===== src/rtl/periph_bridge_pkg.sv =====
// Shared types for the OBI to register-bus peripheral bridge: bus structs,
// FSM states, error codes and the default error read data.
package periph_bridge_pkg;

  localparam logic [31:0] ERR_RDATA_DEFAULT = 32'hBADCAB1E;

  typedef enum logic [1:0] {
    IDLE   = 2'd0,
    DECODE = 2'd1,
    ACCESS = 2'd2,
    RESP   = 2'd3
  } state_e;

  typedef enum logic [1:0] {
    NONE = 2'd0,
    DEC  = 2'd1,
    REG  = 2'd2,
    TMO  = 2'd3
  } err_code_e;

  typedef struct packed {
    logic        req;
    logic [31:0] addr;
    logic        we;
    logic [3:0]  be;
    logic [31:0] wdata;
  } obi_req_t;

  typedef struct packed {
    logic        gnt;
    logic        rvalid;
    logic [31:0] rdata;
  } obi_resp_t;

  // Matches when start_addr <= addr < end_addr.
  typedef struct packed {
    logic [31:0] idx;
    logic [31:0] start_addr;
    logic [31:0] end_addr;
  } rule_t;

  typedef struct packed {
    logic [31:0] addr;
    logic        write;
    logic [31:0] wdata;
    logic [3:0]  wstrb;
    logic        valid;
  } reg_req_t;

  typedef struct packed {
    logic [31:0] rdata;
    logic        error;
    logic        ready;
  } reg_rsp_t;

endpackage


===== src/rtl/periph_bridge_wdog.sv =====
// Access watchdog: cleared before each access, counts enabled cycles and
// saturates; expires on the last permitted cycle. Disabled when the limit is 0.
module periph_bridge_wdog #(
  parameter int unsigned TIMEOUT_CYCLES = 255
) (
  input  logic clk_i,
  input  logic rst_ni,
  input  logic i_clr,
  input  logic i_en,
  output logic o_expire
);

  localparam int unsigned CNT_W = (TIMEOUT_CYCLES > 0) ? $clog2(TIMEOUT_CYCLES + 1) : 1;

  logic [CNT_W-1:0] r_cnt;

  always_ff @(posedge clk_i or negedge rst_ni) begin
    if (!rst_ni) begin
      r_cnt <= '0;
    end else if (i_clr) begin
      r_cnt <= '0;
    end else if (i_en && (r_cnt != '1)) begin
      r_cnt <= r_cnt + 1'b1;
    end
  end

  if (TIMEOUT_CYCLES == 0) begin : g_off
    assign o_expire = 1'b0;
  end else begin : g_on
    assign o_expire = i_en && (r_cnt == CNT_W'(TIMEOUT_CYCLES - 1));
  end

endmodule


===== src/rtl/periph_regbus_bridge.sv =====
// OBI slave to N-port register-bus bridge: runtime address decode, one
// transaction in flight, watchdog-bounded accesses and a sticky first-error record.
module periph_regbus_bridge
  import periph_bridge_pkg::*;
#(
  parameter int unsigned NPORTS         = 3,
  parameter int unsigned TIMEOUT_CYCLES = 255,
  parameter logic [31:0] ERR_RDATA      = ERR_RDATA_DEFAULT
) (
  input  logic        clk_i,
  input  logic        rst_ni,
  input  obi_req_t    slave_req_i,
  output obi_resp_t   slave_resp_o,
  input  rule_t       addr_map_i   [NPORTS],
  output reg_req_t    periph_req_o [NPORTS],
  input  reg_rsp_t    periph_rsp_i [NPORTS],
  input  logic        err_clr_i,
  output logic        err_valid_o,
  output logic [1:0]  err_code_o,
  output logic [31:0] err_addr_o
);

  localparam int unsigned IDX_W = (NPORTS > 1) ? $clog2(NPORTS) : 1;

  state_e           r_state;
  logic [31:0]      r_addr;
  logic [31:0]      r_wdata;
  logic             r_we;
  logic [3:0]       r_be;
  logic [IDX_W-1:0] r_idx;
  logic             r_rvalid;
  logic [31:0]      r_rdata;
  logic             r_err_valid;
  err_code_e        r_err_code;
  logic [31:0]      r_err_addr;

  logic             w_gnt;
  logic             w_acc;
  logic             w_dec_hit;
  logic [IDX_W-1:0] w_dec_idx;
  reg_rsp_t         w_rsp;
  logic             w_expire;
  logic             w_ok;
  logic             w_done;
  logic             w_err;
  err_code_e        w_code;

  assign w_gnt = slave_req_i.req && (r_state == IDLE);
  assign w_acc = (r_state == ACCESS);
  assign w_rsp = periph_rsp_i[r_idx];

  // Later matching rules override earlier ones; out-of-range port indices miss.
  always_comb begin
    w_dec_hit = 1'b0;
    w_dec_idx = '0;
    for (int unsigned i = 0; i < NPORTS; i++) begin
      if ((r_addr >= addr_map_i[i].start_addr) && (r_addr < addr_map_i[i].end_addr) &&
          (addr_map_i[i].idx < NPORTS)) begin
        w_dec_hit = 1'b1;
        w_dec_idx = addr_map_i[i].idx[IDX_W-1:0];
      end
    end
  end

  periph_bridge_wdog #(
    .TIMEOUT_CYCLES(TIMEOUT_CYCLES)
  ) u_wdog (
    .clk_i   (clk_i),
    .rst_ni  (rst_ni),
    .i_clr   (r_state == DECODE),
    .i_en    (w_acc),
    .o_expire(w_expire)
  );

  always_comb begin
    w_ok   = w_acc && w_rsp.ready && !w_rsp.error;
    w_code = NONE;
    if ((r_state == DECODE) && !w_dec_hit) begin
      w_code = DEC;
    end else if (w_acc && w_rsp.ready && w_rsp.error) begin
      w_code = REG;
    end else if (w_acc && !w_rsp.ready && w_expire) begin
      w_code = TMO;
    end
    w_err  = (w_code != NONE);
    w_done = w_ok || w_err;
  end

  // The response phase lives in r_rvalid; the FSM is already back in IDLE
  // during that cycle so a waiting request is granted alongside rvalid.
  always_ff @(posedge clk_i or negedge rst_ni) begin
    if (!rst_ni) begin
      r_state  <= IDLE;
      r_addr   <= '0;
      r_wdata  <= '0;
      r_we     <= 1'b0;
      r_be     <= '0;
      r_idx    <= '0;
      r_rvalid <= 1'b0;
      r_rdata  <= '0;
    end else begin
      r_rvalid <= w_done;
      if (w_done) begin
        r_rdata <= w_ok ? (r_we ? '0 : w_rsp.rdata) : ERR_RDATA;
      end
      case (r_state)
        IDLE: begin
          if (w_gnt) begin
            r_addr  <= slave_req_i.addr;
            r_wdata <= slave_req_i.wdata;
            r_we    <= slave_req_i.we;
            r_be    <= slave_req_i.be;
            r_state <= DECODE;
          end
        end
        DECODE: begin
          if (w_dec_hit) begin
            r_idx   <= w_dec_idx;
            r_state <= ACCESS;
          end else begin
            r_state <= IDLE;
          end
        end
        ACCESS: begin
          if (w_done) begin
            r_state <= IDLE;
          end
        end
        default: r_state <= IDLE;
      endcase
    end
  end

  always_ff @(posedge clk_i or negedge rst_ni) begin
    if (!rst_ni) begin
      r_err_valid <= 1'b0;
      r_err_code  <= NONE;
      r_err_addr  <= '0;
    end else if (w_err && (!r_err_valid || err_clr_i)) begin
      r_err_valid <= 1'b1;
      r_err_code  <= w_code;
      r_err_addr  <= r_addr;
    end else if (err_clr_i) begin
      r_err_valid <= 1'b0;
      r_err_code  <= NONE;
      r_err_addr  <= '0;
    end
  end

  always_comb begin
    for (int unsigned i = 0; i < NPORTS; i++) begin
      periph_req_o[i].addr  = r_addr;
      periph_req_o[i].write = r_we;
      periph_req_o[i].wdata = r_wdata;
      periph_req_o[i].wstrb = r_be;
      periph_req_o[i].valid = w_acc && (r_idx == IDX_W'(i));
    end
  end

  assign slave_resp_o.gnt    = w_gnt;
  assign slave_resp_o.rvalid = r_rvalid;
  assign slave_resp_o.rdata  = r_rdata;
  assign err_valid_o         = r_err_valid;
  assign err_code_o          = r_err_code;
  assign err_addr_o          = r_err_addr;

endmodule

===== config.mk =====
export PLATFORM = sky130hd
export DESIGN_NAME = periph_regbus_bridge
export DESIGN_NICKNAME = d
export VERILOG_FILES = /design/src/rtl/periph_bridge_pkg.sv /design/src/rtl/periph_bridge_wdog.sv /design/src/rtl/periph_regbus_bridge.sv
export SDC_FILE = /design/constraint.sdc
export NUM_CORES = 1
export LEC_CHECK = 0
export CORE_AREA = 10 10 283 285
export DETAILED_ROUTE_END_ITERATION = 10
export DIE_AREA = 0 0 293 295
export HOLD_SLACK_MARGIN = 0.15
export SLEW_MARGIN = 10
export SYNTH_ARGS = -nofsm -noshare
export SYNTH_HDL_FRONTEND = slang
export SYNTH_SLANG_ARGS = --single-unit

===== constraint.sdc =====
create_clock -name clk_i -period 4.1 [get_ports clk_i]
set_input_delay 1.025 -clock clk_i [delete_from_list [all_inputs] [get_ports clk_i]]
set_output_delay 1.025 -clock clk_i [all_outputs]
set_load 0.01 [all_outputs]

# Yosys cells after proc, flatten, opt, wreduce, memory -nomap -nowiden
# Cells that the tools add are included.
op_classes:
  add_sub_neg: 1
  order_cmp: 10
  n_eq_ne: 8
  muxes: 26
  bitwise: 1
  reduce_logical: 33
op_table:
  columns: ["op", "count"]
  rows:
  - ["two-way mux 32 bit", 4]
  - ["greater-or-equal comparator 32 bit", 3]
  - ["< comparator 32 x 2 -> 1 bit, second input constant", 3]
  - ["< comparator 32 bit", 3]
  - ["binary-select mux 34 bit (select 2 bit)", 1]
  - ["two-way mux 34 bit", 2]
  - ["two-way mux 2 bit", 11]
  - ["logical AND 1 bit", 19]
  - ["two-way mux 8 bit", 2]
  - ["adder 8 x 1 -> 8 bit, second input constant", 1]
  - ["equality test 8 bit, second input constant", 1]
  - ["inequality test 8 bit, second input constant", 1]
  - ["case mux 2 bit (3 select lines)", 1]
  - ["AND reduction 2 bit", 3]
  - ["nonzero test 2 bit", 3]
  - ["two-way mux 1 bit", 5]
  - ["equality test 2 x 1 -> 1 bit, second input constant", 2]
  - ["equality test 2 bit, second input constant", 2]
  - ["zero test 1 bit", 4]
  - ["zero test 2 bit", 2]
  - ["inequality test 2 bit, second input constant", 2]
  - ["greater-or-equal comparator 3 bit, second input constant", 1]
  - ["NOT 2 -> 3 bit", 1]
  - ["logical OR 1 bit", 2]
totals:
  ff_bits: 149
  inputBits: 463
  out_inout_bits: 279
  wordCells: 91

# Depth between registers and ports, before layout
# Gate-level depths: netlist (run 1).
logic_depth:
  word_depth: 14
  mapped_depth: 11
  mapped_depth_nobuf: 10

# Hierarchy
# From an unflattened synthesis (run 1), not the netlist that was laid out.
unflattened:
  cells_unflattened: 1345
  area_unflattened_um2: 12426.9
by_module_without_submodules:
  columns: ["mod", "instances", "cells_per_inst", "area_per_inst_um2", "seq_area_each_um2"]
  rows:
  - ["periph_regbus_bridge", 1, 1294, 11926.4, 3528.4]
  - ["periph_bridge_wdog", 1, 51, 500.5, 200.2]

# Worst setup path before layout (run 1)
# Ideal clock, no wire load.
synth_timing:
  path_type: "input to register"
  from: "in addr_map_i[127] in the netlist's numbering"
  to: "reg r_err_addr[10], in the netlist err_addr_o[10]"
  setup_time_ns: 0.122
  arrival_time_ns: 3.543
  required_time_ns: 3.978
  slack_ns: 0.435
  stages: 11
  path_buffers: 1
  cell_sequence: "inv_1 ha_1 a22oi_1 nand3_1 or4_1 or4_4 a211oi_4 a211o_4 o21ai_2 buf_6 a32o_1"
synth_between:
  elab_chain_cells: 11
  elab_cells_between_ends: 12
  classes_between: "order compare (1); mux (4); reduce/logical (7)"
synth_lines:
  columns: ["item", "line", "source"]
  rows:
  - ["start: declaration", "periph_regbus_bridge.sv:14", "input rule_t addr_map_i [NPORTS],"]
  - ["< comparator 32 bit *", "periph_regbus_bridge.sv:57", "if ((r_addr >= addr_map_i[i].start_addr) && (r_addr < addr_map_i[i].end_addr) &&"]
  - ["logical AND 1 bit * (2 in series)", "periph_regbus_bridge.sv:57", null]
  - ["two-way mux 1 bit * (2 in series)", "periph_regbus_bridge.sv:57", null]
  - ["zero test 1 bit *", "periph_regbus_bridge.sv:78", "if ((r_state == DECODE) && !w_dec_hit) begin"]
  - ["logical AND 1 bit *", "periph_regbus_bridge.sv:78", null]
  - ["two-way mux 2 bit *", "periph_regbus_bridge.sv:78", null]
  - ["nonzero test 2 bit *", "periph_regbus_bridge.sv:85", "w_err = (w_code != NONE);"]
  - ["logical AND 1 bit *", "periph_regbus_bridge.sv:139", "end else if (w_err && (!r_err_valid || err_clr_i)) begin"]
  - ["two-way mux 32 bit or nonzero test 2 bit (tied branches)", null, null]
  - ["end signal: assignment", "periph_regbus_bridge.sv:142", "r_err_addr <= r_addr;"]
  - ["end: declaration", "periph_regbus_bridge.sv:35", "logic [31:0] r_err_addr;"]
# Mark *: on every way between the ends. The rest lies on a longest branch, timed or not.
# A chain may end at the register's enable or synchronous reset.

# Worst setup path after layout (run 1)
layout_timing:
  from: "in addr_map_i[127] in the netlist's numbering"
  to: "reg r_err_addr[4], in the netlist err_addr_o[4]"
# Same word-level chain as after synthesis.

==> results.toml, run 1 <==
[floorplanning]
die_x_um = 293
die_h_um = 295
die-area_um2 = 86400
placementRows = 100
initial_core_util_pct = 16.9
io_pins = 742
core-area_um2 = 74200

[yosys]
yosysUniqueCellTypes = 59
synthesis.area_um2 = 12600
synth_flop_cell = "dfrtp_1"
async_flop_share_pct = 100
synth_nets = 2044
ys_seq_area_share_pct = 29.7
synth.ff_latch_count = 149
syn_area_per_cell_um2 = 9.04
ys_warn_count = 0
netlist_instances = 1390
synth_edf_count = 0

[sta]
report.final.hold_viol_count = 0
setup_violations = 0
fin_crit_ns = 4.00
tightest_slew_ns = 0.938
setup_ws_ns = 0.0976
fin_skew_ns = 0.0193
max_freq_mhz = 250
fin_crit_sh_pct = 97.6
slew_viol_final = 0
rsz0062_at_grt = "no"
slew_headroom_pct = 37.4

[placement]
dp_slack_ns = -0.374
dpl_cell_area_um2 = 20800
gp_congestion = 0.899
numPortBuffers = 741
hpwl_um = 56500

[clock_tree]
clock_path_buffers = 2
cts_tree = "built"
post_cts_resized = 0
root_buffer = "clkbuf_16"
insertion_delay_ns = 0.49
clock_sinks = 149
h-tree-depth = 4
post_cts_buffers = 0
clk_transition_reported_paths_ns = 0.07
hold_buffers = 0
cts_buffers = 17

[setup_path]
slowest_stage = "or4_1"
worst_setup_path_end_kind = "flop"
required_ns = 4.46
cp_max_fo = 23
r2r_cells = 11
critPathBufInv = 3
critical_path.top_delay_family = "simple AND/OR/NAND/NOR gates"
r2r_setup_slack_ns = 0.54
critPathMaxStageDelay_ns = 0.61
worst-setup-path-type = "input pin to flop"
arrival_ns = 4.36
cp_num_cells = 12
critPathLaunchType = "input pin"
crit_chain = "clkdlybuf4s50_1 -> inv_1 -> ha_1 -> a22oi_1 -> nand3_1 -> or4_1 -> or4_4 -> a211oi_4 -> a211o_4 -> o21ai_4 -> buf_12 -> a32o_1"

[finish]
final_area_um2 = 21400
layout_commonest_cell = "clkdlybuf4s50_1"
fin_nets = 2714
fin_util_pct = 28.8
syn2layout_area_growth_pct = 70.0
drive_gt1_share_pct = 9.99
final_cell_mix = "clkdlybuf4s50_1, inv_1, ha_1, dfrtp_1, a21oi_1"
fill_cells = 7914

[global_routing]
grt_max_degree = 71
first_global_vias = 13500
gr-total-overflow = 0
antenna_found_initial = 14
grt_pass1_wl_um = 92800
gr-usage-all-layers_pct = 14.7

[power_and_ir_drop]
p_switching_uw = 2210
share_comb_of_total_power_pct = 43.3
switching_share_pct = 35.5
p_int_uw = 4020
vdd_drop_max_mv = 0.267
leakage_uw = 0.00929
p_per_area_nw_per_um2 = 292
power_frac_seq_pct = 30.1
pwr-share-clk_pct = 26.6

[worst_hold_path]
hp-class = "flop to flop"
hold_depth = 1

[drt]
drt_wl_total_um = 66100
viasPerCell = 4.18
ant_nets = 0
via_count = 12700
first_iter_violations = 500
routedWlPerCell_um = 21.7
route.detailed.drc = 0
firstDrtPassIters = 5

[job]
maxCapViolations = 0

[status]
run_status = "complete, no violations"
## routing by layer
| metal | wire length [um] | vias to the layer above | GRT usage, % |
|---|---|---|---|
| met1 | 26000 | 6021 | 16.2 |
| li1 | - | 6133 | - |
| met4 | 1590 | 8 | 5.22 |
| met3 | 5430 | 65 | 5.20 |
| met2 | 33000 | 512 | 25.7 |
| met5 | 59 | - | 0 |
## registers in the layout, summed over array words and instances (netlist names)
signal,flops
err_addr_o,32
err_code_o,2
err_valid_o,1
r_addr,32
r_be,4
r_idx,2
r_rdata,32
r_rvalid,1
r_state,2
r_wdata,32
r_we,1
u_wdog.r_cnt,8
## Yosys cell counts, types with 10 or more instances
cell type | n | share of area, %
nor3_1 | 10 | 0.40
a21oi_1 | 85 | 3.4
ha_1 | 191 | 19
dfrtp_1 | 149 | 30
mux2i_1 | 34 | 2.7
buf_4 | 141 | 8.4
a21o_1 | 19 | 1.1
nor2_1 | 54 | 1.6
nand4_1 | 38 | 1.9
o21ai_0 | 48 | 1.9
nand2b_1 | 10 | 0.50
nor4_1 | 25 | 1.2
a32o_1 | 32 | 2.5
mux2_2 | 69 | 6.2
o22a_1 | 19 | 1.3
clkbuf_1 | 26 | 0.78
nand3_1 | 24 | 0.96
inv_1 | 213 | 6.4
nand2_1 | 82 | 2.4
## final timing paths
| check | from | to |
|---|---|---|
| min in group asynchronous | rst_ni | r_be[0] |
| max in group asynchronous | rst_ni | err_addr_o[16] |
| max | addr_map_i[127] | err_addr_o[4] |
| max reg2reg | r_addr[3] | err_addr_o[4] |
| min | err_addr_o[15] | err_addr_o[15] |
| min reg2reg | err_addr_o[15] | err_addr_o[15] |
## worst reg2reg max path: cells and delay by family, from the launching register on
family / cells / cell delay [ns]
AOI/OAI and AO/OA: 8 / 2.03
DFF: 1 / 0.64
buffers and inverters: 2 / 0.40
adders and majority gates: 1 / 0.38
## through the flow
step / cells / TNS, ns / power, uW / hold slack, ns
2_1_floorplan: 1390 / 0 / 3090 / 0.450
3_3_place_gp: 3010 / -20.21 / 4620 / 0.474
3_5_place_dp: 3010 / -21.59 / 4640 / 0.480
4_1_cts: 3042 / 0 / 6390 / 0.496
5_1_grt: 3049 / 0 / 6670 / 0.519
6_report: 3051 / 0 / 6240 / 0.490
## cell families (layout without fill, tap and decap cells)
family | after synthesis | in the layout | share of synthesized area, %
multiplexers | 103 | 103 | 8.89
AO/OA/AOI/OAI | 275 | 275 | 15.1
adder cells (fa/ha/maj) | 191 | 191 | 19.0
other | 0 | 9 | 0
AND/OR/NAND/NOR | 277 | 277 | 11.0
XOR/XNOR | 1 | 1 | 0.0697
flip-flops | 149 | 149 | 29.7
buffers and inverters | 394 | 1077 | 16.2
## final cells by class
cell class / count / area, um2 / area share (%)
Timing Repair Buffer: 832 / 8190 / 38.3
Multi-Input combinational cell: 847 / 6840 / 32.0
Sequential cell: 149 / 3730 / 17.5
Tap cell: 969 / 1210 / 5.67
Inverter: 213 / 800 / 3.74
Clock buffer: 18 / 429 / 2.01
Clock inverter: 14 / 153 / 0.714
Antenna cell: 9 / 22.5 / 0.105
## power by group through the flow
stage | Sequential [uW] | Clock [uW] | Combinational, uW
2_1_floorplan | 1890 | 0 | 1200
3_3_place_gp | 1910 | 0 | 2710
3_5_place_dp | 1910 | 0 | 2730
4_1_cts | 1890 | 1760 | 2740
5_1_grt | 1910 | 1800 | 2960
6_report | 1880 | 1660 | 2700
No activity file was read; power rests on OpenSTA's default activity.
==> run 2: changes to the inputs <==
Settings changed: ABC_CLOCK_PERIOD_IN_PS from default to 4100.
==> results of run 2 <==
The final DEF is identical to that of run 1; final timing and power are the same.
